==> config.mk <==
export PLATFORM = sky130hd
export DESIGN_NAME = alu_exec_unit
export DESIGN_NICKNAME = d
export VERILOG_FILES = /design/src/rtl/alu_pkg.sv /design/src/rtl/alu_exec_unit_comb_core.sv /design/src/rtl/alu_exec_unit.sv
export SDC_FILE = /design/constraint.sdc
export NUM_CORES = 1
export LEC_CHECK = 0
export CORE_MARGIN = 5
export CORE_UTILIZATION = 56
export CTS_CLUSTER_SIZE = 28
export DETAILED_ROUTE_END_ITERATION = 6
export PLACE_DENSITY = 0.79
export SYNTH_ARGS = -nofsm -noshare
export SYNTH_HDL_FRONTEND = slang
export SYNTH_SLANG_ARGS = --single-unit
==> constraint.sdc <==
create_clock -name clk -period 3.85 [get_ports clk]
set_input_delay 1.155 -clock clk [delete_from_list [all_inputs] [get_ports clk]]
set_output_delay 1.155 -clock clk [all_outputs]
set_load 0.005 [all_outputs]
==> src/rtl/alu_pkg.sv <==
// -----------------------------------------------------------------------------
// alu_pkg
// Shared definitions for the ALU execution unit:
//   - 4-bit ALU op-code constants
//   - state type for the multiply sequencer
//   - alu_is_legal(): true for every op code the build supports
// Build option: define ALU_MUL_EN to make op ALU_MUL (1100) legal and to build
// the iterative multiplier in alu_exec_unit.
// -----------------------------------------------------------------------------
package alu_pkg;

  localparam logic [3:0] ALU_AND   = 4'b0000;
  localparam logic [3:0] ALU_OR    = 4'b0001;
  localparam logic [3:0] ALU_ADD   = 4'b0010;
  localparam logic [3:0] ALU_XOR   = 4'b0011;
  localparam logic [3:0] ALU_SLL   = 4'b0100;
  localparam logic [3:0] ALU_SRL   = 4'b0101;
  localparam logic [3:0] ALU_SUB   = 4'b0110;
  localparam logic [3:0] ALU_SRA   = 4'b0111;
  localparam logic [3:0] ALU_PASSB = 4'b1000;
  localparam logic [3:0] ALU_SLT   = 4'b1001;
  localparam logic [3:0] ALU_SLTU  = 4'b1010;
  localparam logic [3:0] ALU_MUL   = 4'b1100;

`ifdef ALU_MUL_EN
  localparam logic ALU_MUL_BUILT = 1'b1;
`else
  localparam logic ALU_MUL_BUILT = 1'b0;
`endif

  typedef enum logic [0:0] {
    ST_IDLE     = 1'b0,
    ST_MUL_BUSY = 1'b1
  } alu_state_e;

  // Op-code legality for the current build; MUL is legal only with the multiplier.
  function automatic logic alu_is_legal(input logic [3:0] op);
    logic legal_s;
    case (op)
      ALU_AND, ALU_OR, ALU_ADD, ALU_XOR, ALU_SLL, ALU_SRL,
      ALU_SUB, ALU_SRA, ALU_PASSB, ALU_SLT, ALU_SLTU: legal_s = 1'b1;
      ALU_MUL: legal_s = ALU_MUL_BUILT;
      default: legal_s = 1'b0;
    endcase
    return legal_s;
  endfunction

endpackage

==> src/rtl/alu_exec_unit_comb_core.sv <==
// -----------------------------------------------------------------------------
// alu_comb_core
// Purely combinational single-cycle ALU datapath.
// Ports:
//   op_i       4-bit ALU op code
//   a_i, b_i   XLEN-bit operands (shift amount taken from b_i[SHAMT_W-1:0])
//   result_o   XLEN-bit result (0 for unsupported codes and for MUL)
//   illegal_o  op code not supported by this build
// -----------------------------------------------------------------------------
module alu_comb_core
  import alu_pkg::*;
#(
  parameter int XLEN = 32
) (
  input  logic [3:0]      op_i,
  input  logic [XLEN-1:0] a_i,
  input  logic [XLEN-1:0] b_i,
  output logic [XLEN-1:0] result_o,
  output logic            illegal_o
);

  localparam int SHAMT_W = $clog2(XLEN);

  logic [SHAMT_W-1:0] shamt_s;
  logic               slt_s;
  logic               sltu_s;

  assign shamt_s = b_i[SHAMT_W-1:0];
  assign slt_s   = ($signed(a_i) < $signed(b_i));
  assign sltu_s  = (a_i < b_i);

  // Result select; MUL is produced by the sequencer in the top, so it yields 0 here.
  always_comb begin
    result_o = {XLEN{1'b0}};
    case (op_i)
      ALU_ADD:   result_o = a_i + b_i;
      ALU_SUB:   result_o = a_i - b_i;
      ALU_OR:    result_o = a_i | b_i;
      ALU_XOR:   result_o = a_i ^ b_i;
      ALU_AND:   result_o = a_i & b_i;
      ALU_SRA:   result_o = XLEN'($signed(a_i) >>> shamt_s);
      ALU_SLL:   result_o = a_i << shamt_s;
      ALU_SRL:   result_o = a_i >> shamt_s;
      ALU_PASSB: result_o = b_i;
      ALU_SLT:   result_o = {{(XLEN-1){1'b0}}, slt_s};
      ALU_SLTU:  result_o = {{(XLEN-1){1'b0}}, sltu_s};
      default:   result_o = {XLEN{1'b0}};
    endcase
  end

  assign illegal_o = !alu_is_legal(op_i);

endmodule

==> src/rtl/alu_exec_unit.sv <==
// -----------------------------------------------------------------------------
// alu_exec_unit
// Registered integer execution unit for the ALU issue port.
// Ports:
//   clk, rst_n                 clock (rising edge), async active-low reset
//   flush                      squash: drops the held result and any multiply
//   in_valid/in_ready          issue handshake (in_ready is combinational)
//   in_op, in_a, in_b, in_tag  micro-op, operands and ROB tag
//   out_valid/out_ready        result handshake towards the CDB arbiter
//   out_result, out_zero,      registered result, result==0 flag,
//   out_illegal, out_tag       unsupported-op flag and ROB tag
// Build option: ALU_MUL_EN adds op 1100 (MUL), a radix-2 shift-add multiplier
// taking XLEN+1 cycles from acceptance to out_valid.
// -----------------------------------------------------------------------------
module alu_exec_unit
  import alu_pkg::*;
#(
  parameter int XLEN  = 32,
  parameter int TAG_W = 6
) (
  input  logic             clk,
  input  logic             rst_n,
  input  logic             flush,
  input  logic             in_valid,
  output logic             in_ready,
  input  logic [3:0]       in_op,
  input  logic [XLEN-1:0]  in_a,
  input  logic [XLEN-1:0]  in_b,
  input  logic [TAG_W-1:0] in_tag,
  output logic             out_valid,
  input  logic             out_ready,
  output logic [XLEN-1:0]  out_result,
  output logic             out_zero,
  output logic             out_illegal,
  output logic [TAG_W-1:0] out_tag
);

  logic             out_valid_q,   out_valid_d;
  logic [XLEN-1:0]  out_result_q,  out_result_d;
  logic             out_zero_q,    out_zero_d;
  logic             out_illegal_q, out_illegal_d;
  logic [TAG_W-1:0] out_tag_q,     out_tag_d;

  logic [XLEN-1:0]  core_result_s;
  logic             core_illegal_s;
  logic             out_free_s;
  logic             accept_s;
  logic             mul_start_s;
  logic             mul_done_s;
  logic [XLEN-1:0]  mul_result_s;
  logic [TAG_W-1:0] mul_tag_s;

  alu_comb_core #(
    .XLEN (XLEN)
  ) u_core (
    .op_i      (in_op),
    .a_i       (in_a),
    .b_i       (in_b),
    .result_o  (core_result_s),
    .illegal_o (core_illegal_s)
  );

  // Output register can take a new result if empty or being drained this edge.
  assign out_free_s = !out_valid_q || out_ready;
  assign accept_s   = in_valid && in_ready;

`ifdef ALU_MUL_EN
  localparam int SHAMT_W = $clog2(XLEN);
  localparam int CNT_W   = SHAMT_W + 1;

  alu_state_e       state_q,  state_d;
  logic [XLEN-1:0]  mcand_q,  mcand_d;
  logic [XLEN-1:0]  mplier_q, mplier_d;
  logic [XLEN-1:0]  acc_q,    acc_d;
  logic [CNT_W-1:0] cnt_q,    cnt_d;
  logic [TAG_W-1:0] mtag_q,   mtag_d;

  assign in_ready     = !flush && (state_q == ST_IDLE) && out_free_s;
  assign mul_start_s  = accept_s && (in_op == ALU_MUL);
  // cnt_q reaching zero means all XLEN steps are done and acc_q is final.
  assign mul_done_s   = (state_q == ST_MUL_BUSY) && (cnt_q == {CNT_W{1'b0}}) && out_free_s;
  assign mul_result_s = acc_q;
  assign mul_tag_s    = mtag_q;

  // Multiply sequencer next state: load on accept, one add/shift step per busy cycle.
  always_comb begin
    state_d  = state_q;
    mcand_d  = mcand_q;
    mplier_d = mplier_q;
    acc_d    = acc_q;
    cnt_d    = cnt_q;
    mtag_d   = mtag_q;
    if (flush) begin
      state_d = ST_IDLE;
    end else begin
      case (state_q)
        ST_IDLE: begin
          if (mul_start_s) begin
            state_d  = ST_MUL_BUSY;
            mcand_d  = in_a;
            mplier_d = in_b;
            acc_d    = {XLEN{1'b0}};
            cnt_d    = CNT_W'(XLEN);
            mtag_d   = in_tag;
          end else begin
            state_d = ST_IDLE;
          end
        end
        ST_MUL_BUSY: begin
          if (cnt_q != {CNT_W{1'b0}}) begin
            acc_d    = acc_q + (mplier_q[0] ? mcand_q : {XLEN{1'b0}});
            mcand_d  = {mcand_q[XLEN-2:0], 1'b0};
            mplier_d = {1'b0, mplier_q[XLEN-1:1]};
            cnt_d    = cnt_q - {{(CNT_W-1){1'b0}}, 1'b1};
          end else if (out_free_s) begin
            state_d = ST_IDLE;
          end else begin
            state_d = ST_MUL_BUSY;
          end
        end
        default: state_d = ST_IDLE;
      endcase
    end
  end

  // Multiply sequencer registers.
  always_ff @(posedge clk or negedge rst_n) begin
    if (!rst_n) begin
      state_q  <= ST_IDLE;
      mcand_q  <= {XLEN{1'b0}};
      mplier_q <= {XLEN{1'b0}};
      acc_q    <= {XLEN{1'b0}};
      cnt_q    <= {CNT_W{1'b0}};
      mtag_q   <= {TAG_W{1'b0}};
    end else begin
      state_q  <= state_d;
      mcand_q  <= mcand_d;
      mplier_q <= mplier_d;
      acc_q    <= acc_d;
      cnt_q    <= cnt_d;
      mtag_q   <= mtag_d;
    end
  end
`else
  assign in_ready     = !flush && out_free_s;
  assign mul_start_s  = 1'b0;
  assign mul_done_s   = 1'b0;
  assign mul_result_s = {XLEN{1'b0}};
  assign mul_tag_s    = {TAG_W{1'b0}};
`endif

  // Output register next state; flush wins, then new single-cycle op, then multiply, then drain.
  always_comb begin
    out_valid_d   = out_valid_q;
    out_result_d  = out_result_q;
    out_zero_d    = out_zero_q;
    out_illegal_d = out_illegal_q;
    out_tag_d     = out_tag_q;
    if (flush) begin
      out_valid_d = 1'b0;
    end else if (accept_s && !mul_start_s) begin
      out_valid_d   = 1'b1;
      out_result_d  = core_result_s;
      out_zero_d    = (core_result_s == {XLEN{1'b0}});
      out_illegal_d = core_illegal_s;
      out_tag_d     = in_tag;
    end else if (mul_done_s) begin
      out_valid_d   = 1'b1;
      out_result_d  = mul_result_s;
      out_zero_d    = (mul_result_s == {XLEN{1'b0}});
      out_illegal_d = 1'b0;
      out_tag_d     = mul_tag_s;
    end else if (out_valid_q && out_ready) begin
      out_valid_d = 1'b0;
    end else begin
      out_valid_d = out_valid_q;
    end
  end

  // Output registers; zero flag resets to 1 to match the reset result of 0.
  always_ff @(posedge clk or negedge rst_n) begin
    if (!rst_n) begin
      out_valid_q   <= 1'b0;
      out_result_q  <= {XLEN{1'b0}};
      out_zero_q    <= 1'b1;
      out_illegal_q <= 1'b0;
      out_tag_q     <= {TAG_W{1'b0}};
    end else begin
      out_valid_q   <= out_valid_d;
      out_result_q  <= out_result_d;
      out_zero_q    <= out_zero_d;
      out_illegal_q <= out_illegal_d;
      out_tag_q     <= out_tag_d;
    end
  end

  assign out_valid   = out_valid_q;
  assign out_result  = out_result_q;
  assign out_zero    = out_zero_q;
  assign out_illegal = out_illegal_q;
  assign out_tag     = out_tag_q;

endmodule

==> flow_metrics.env, run 1 <==
export IMPL_htreeDepth=2
export IMPL_fp_dieH_um=158
export IMPL_grt_pass1_vias=25800
export IMPL_gp_congestion=1.40
export IMPL_synth_warnings=0
export IMPL_ys_seq_area_frac=0.0841
export IMPL_dp_hpwl_mm=54.7
export IMPL_firstError="[ERROR GRT-0116] Global routing finished with congestion. Check the congestion regions in the DRC Viewer."
export IMPL_grt_usage=1.02
export IMPL_synth_flop_cell="dfrtp_1"
export IMPL_synth_top_area_frac=0.102
export IMPL_ys_ff_latch=41
export IMPL_chipWidth_um=158
export IMPL_ios=121
export IMPL_placementRows=54
export IMPL_synth_top_area_cell="ha_1"
export IMPL_clkSinkCount=41
export IMPL_start_util=0.565
export IMPL_status="stopped before the end"
export IMPL_synth_cells=1691
export IMPL_async_reset_ff_frac=1.00
export IMPL_grt_max_degree=42
export IMPL_place_ws_ns=-1.36
export IMPL_failing_step="global routing"
export IMPL_syn_num_nets=1872
export IMPL_synth_edf_count=0
export IMPL_grt_overflow=3059
export IMPL_cts_hold_buf=0
export IMPL_netlist_area_mm2=0.0122
export IMPL_grt_pass1_wl_mm=187
export IMPL_io_buffer_count=120
export IMPL_root_buffer="clkbuf_16"
export IMPL_cts_buffers=5
export IMPL_yosysUniqueCellTypes=90
export IMPL_syn_avg_cell_area_um2=7.22
export IMPL_synth_area_top_cells="ha_1 (10%), dfrtp_1 (8.2%), mux4_2 (7.9%), nand2_1 (6.1%), mux2i_1 (5.2%)"
export IMPL_clockBufferDepth=2
[synthesized netlist by cell type, types with 21 or more instances]
cell type    n
nand2_1    197
nand4_1     21
nor3_1      51
mux2_2      23
a21o_1      21
a21oi_1    126
clkbuf_1   102
dfrtp_1     40
buf_2       27
a211oi_1    26
ha_1       100
inv_1       94
o21ai_0     88
mux4_2      43
mux2i_1     64
nor2_1     146
nand3_1     47
a31oi_1     21
a22oi_1     25
[stage by stage]
step                cells  hold WS, ns  area, µm²
floorplan            1691        0.470      12500
global placement     2575        0.457      18100
detailed placement   2575        0.472      18100
CTS                  2653        0.491      20000
[layer usage]
metal,overflow,GRT usage
met5,66,0.911
met2,1101,1.11
met4,416,0.846
met3,509,0.988
met1,967,1.05
[kinds of logic after synthesis]
kind of cell | after synthesis | share of synthesized area
and+or+nand+nor | 592 | 0.230
AOI/OAI and AO/OA | 552 | 0.315
buffers and inverters | 253 | 0.0867
muxes | 139 | 0.170
adders and majority gates | 102 | 0.106
DFF | 41 | 0.0841
xor gates and xnor gates | 12 | 0.00861
[repair_timing]
item,in CTS
gates resized for setup,391
buffers inserted,71
setup endpoints to repair,24
pin swaps,101
cloned,3
==> run 2: changes to the inputs <==
--- a/config.mk
+++ b/config.mk
@@ -6,10 +6,9 @@
 export NUM_CORES = 1
 export LEC_CHECK = 0
 export CORE_MARGIN = 5
-export CORE_UTILIZATION = 56
-export CTS_CLUSTER_SIZE = 28
+export CORE_UTILIZATION = 40
 export DETAILED_ROUTE_END_ITERATION = 6
-export PLACE_DENSITY = 0.79
+export PLACE_DENSITY_LB_ADDON = 0.15
 export SYNTH_ARGS = -nofsm -noshare
 export SYNTH_HDL_FRONTEND = slang
 export SYNTH_SLANG_ARGS = --single-unit
==> run 2 against run 1 <==
The flow now finishes, with violations (setup timing). Synthesized area is the same. Synthesized cell count is the same.
==> flow_metrics.env, run 2 <==
export IMPL_cp_data_required_time_ns=4.05
export IMPL_min_from="out_tag[1]$_DFFE_PN0P_"
export IMPL_wirelength_mm=75.7
export IMPL_drtIter0Drc=2721
export IMPL_critPathCaptureType="flip-flop"
export IMPL_n_fill_cell=2532
export IMPL_gp_congestion=1.18
export IMPL_synth_cells=1691
export IMPL_worstMarginPinSlew_ns=0.927
export IMPL_setup_slack_ns=-0.642
export IMPL_ys_ff_latch=41
export IMPL_cp_startpoint="in_b[0]"
export IMPL_dp_cells=2752
export IMPL_cts_hold_buf=0
export IMPL_diodes=0
export IMPL_firstDrtPassIters=7
export IMPL_core_mm2=0.0303
export IMPL_synth_top_area_frac=0.102
export IMPL_setup_viol=6
export IMPL_fp_dieH_um=185
export IMPL_grt_overflow=0
export IMPL_critPathArrivalTime_ns=4.69
export IMPL_htreeDepth=2
export IMPL_critPathMaxFanout=9
export IMPL_synth_warnings=0
export IMPL_start_util=0.402
export IMPL_hp_class="flip-flop to flip-flop"
export IMPL_clkTransAtPathRegs_ns=0.06
export IMPL_yosysUniqueCellTypes=90
export IMPL_multi_input_area_mm2=0.0114
export IMPL_final_common_cell="buf_4"
export IMPL_rr_startpoint="out_valid$_DFFE_PN0P_"
export IMPL_ant_nets=0
export IMPL_status="finished, violations left"
export IMPL_max_freq_ghz=0.223
export IMPL_violations="setup timing"
export IMPL_worstSetupStartpointType="primary input"
export IMPL_irDropWorstVdd_uv=190
export IMPL_fp_dieArea_mm2=0.0341
export IMPL_powerDensity_mw_per_mm2=201
export IMPL_clkSinkCount=41
export IMPL_p_leak_uw=0.00973
export IMPL_slew_limit_headroom=0.382
export IMPL_grt_usage=0.419
export IMPL_clockBufferDepth=2
export IMPL_grt_pass1_wl_mm=109
export IMPL_regArea_mm2=0.00103
export IMPL_placementRows=64
export IMPL_final_cell_mix="buf_4 (721), nand2_1 (194), nor2_1 (135)"
export IMPL_grt_max_degree=42
export IMPL_syn_avg_cell_area_um2=7.22
export IMPL_synth_commonest_cells="nand2_1 (197), nor2_1 (146), a21oi_1 (126)"
export IMPL_synth_most_common_cell="nand2_1"
export IMPL_largest_reg_flops=32
export IMPL_cts_tree="built"
export IMPL_chipWidth_um=185
export IMPL_drc=0
export IMPL_async_reset_ff_frac=1.00
export IMPL_hold_viol=0
export IMPL_fin_crit_ns=4.49
export IMPL_viasPerCell=6.42
export IMPL_slew_violations=0
export IMPL_hold_slack_ns=0.478
export IMPL_period_share=1.17
export IMPL_routedWlPerCell_um=26.5
export IMPL_synth_area_top_cells="ha_1 (10%), dfrtp_1 (8.2%), mux4_2 (7.9%), nand2_1 (6.1%), mux2i_1 (5.2%)"
export IMPL_root_buffer="clkbuf_16"
export IMPL_drive_gt1_frac=0.465
export IMPL_finalNonFillerCells=2856
export IMPL_synth_top_area_cell="ha_1"
export IMPL_rsz0062_at_grt="yes"
export IMPL_ios=121
export IMPL_area_growth_synth_to_final_pct=72.9
export IMPL_fin_nets=2640
export IMPL_synth_flop_cell="dfrtp_1"
export IMPL_ys_seq_area_frac=0.0841
export IMPL_num_vias=18300
export IMPL_antenna_found_initial=3
export IMPL_insertion_delay_ns=0.29
export IMPL_critPathKind="primary input to flip-flop"
export IMPL_grt_pass1_vias=17400
export IMPL_max_cap_violations=0
export IMPL_dp_hpwl_mm=60.1
export IMPL_synth_edf_count=0
export IMPL_clock_skew_ns=0.00168
export IMPL_cts_buffers=5
export IMPL_io_buffer_count=120
export IMPL_syn_num_nets=1872
export IMPL_netlist_area_mm2=0.0122
run 2: cell counts after synthesis:
Identical to the previous run, type by type.
run 2: critical path, cell delays in order:
cell and delay [ns]:
clkbuf_16 0.14, buf_8 0.15, buf_6 0.15, clkinv_2 0.06, ha_1 0.19, nor2b_1 0.13
a21oi_1 0.10, mux4_2 0.51, a211o_1 0.39, a221oi_2 0.26, nand4_1 0.19, or4_4 0.49
nor4_4 0.21, buf_4 0.15, nand4_1 0.15, o31ai_2 0.27
run 2: per-stage QoR:
stage          cell area [µm²]   util  total power [µW]  worst slack (ns)  setup TNS, ns
2_1_floorplan            12500      -              1770            -0.422         -0.824
3_3_place_gp             18700  0.618              3280             -1.39         -17.12
4_1_cts                  20200  0.665              3950            -0.711          -1.49
3_5_place_dp             18700  0.618              3300             -1.49         -18.72
6_report                 21100  0.696              4230            -0.642          -1.25
5_1_grt                  21100  0.696              4400            -0.715          -1.83
run 2: worst paths after layout:
| path | end | slack, ns | depth (start not counted) |
|---|---|---|---|
| min | out_tag[1]$_DFFE_PN0P_ | 0.48 | 2 |
| max | out_zero$_DFFE_PN1P_ | -0.64 | 16 |
| min reg2reg | out_tag[1]$_DFFE_PN0P_ | 0.48 | 2 |
| max reg2reg | out_zero$_DFFE_PN1P_ | 0.59 | 12 |
| max in group asynchronous | out_result[9]$_DFFE_PN0P_ | 2.26 | 1 |
| min in group asynchronous | out_tag[4]$_DFFE_PN0P_ | 1.00 | 1 |
run 2: area by class of cell:
| type | count | area share |
|---|---|---|
| timing repair buffer | 917 | 0.359 |
| clock buffer | 5 | 0.00593 |
| tap | 396 | 0.0235 |
| inverter | 97 | 0.0203 |
| sequential | 41 | 0.0487 |
| multi-input combinational | 1397 | 0.542 |
| clock inverter | 3 | 0.000830 |
run 2: repair_timing:
action,CTS,global route
buffers inserted,46,52
resized for setup,291,201
gates cloned,0,2
pin swaps,52,72
endpoints found under the setup margin,24,16
run 2: where the power goes:
part           total [µW]  internal (µW)  switching (µW)
combinational        3270           1600            1670
clock                 418            238             180
sequential            549            506            43.1
run 2: cells by family after synthesis:
family	synth area share
xor+xnor	0.00861
fa+ha+maj	0.106
mux	0.170
compound gates	0.315
flops	0.0841
buf+inv	0.0867
simple gates	0.230
run 2: routing by layer:
layer / vias to the layer above / share of wire / GRT usage
met2: 1378 / 0.43 / 0.648
met5: - / 0.00041 / 0
met1: 8730 / 0.38 / 0.557
met4: 4 / 0.069 / 0.208
li1: 7935 / - / -
met3: 280 / 0.12 / 0.0839
No activity file was read; power rests on OpenSTA's default activity.
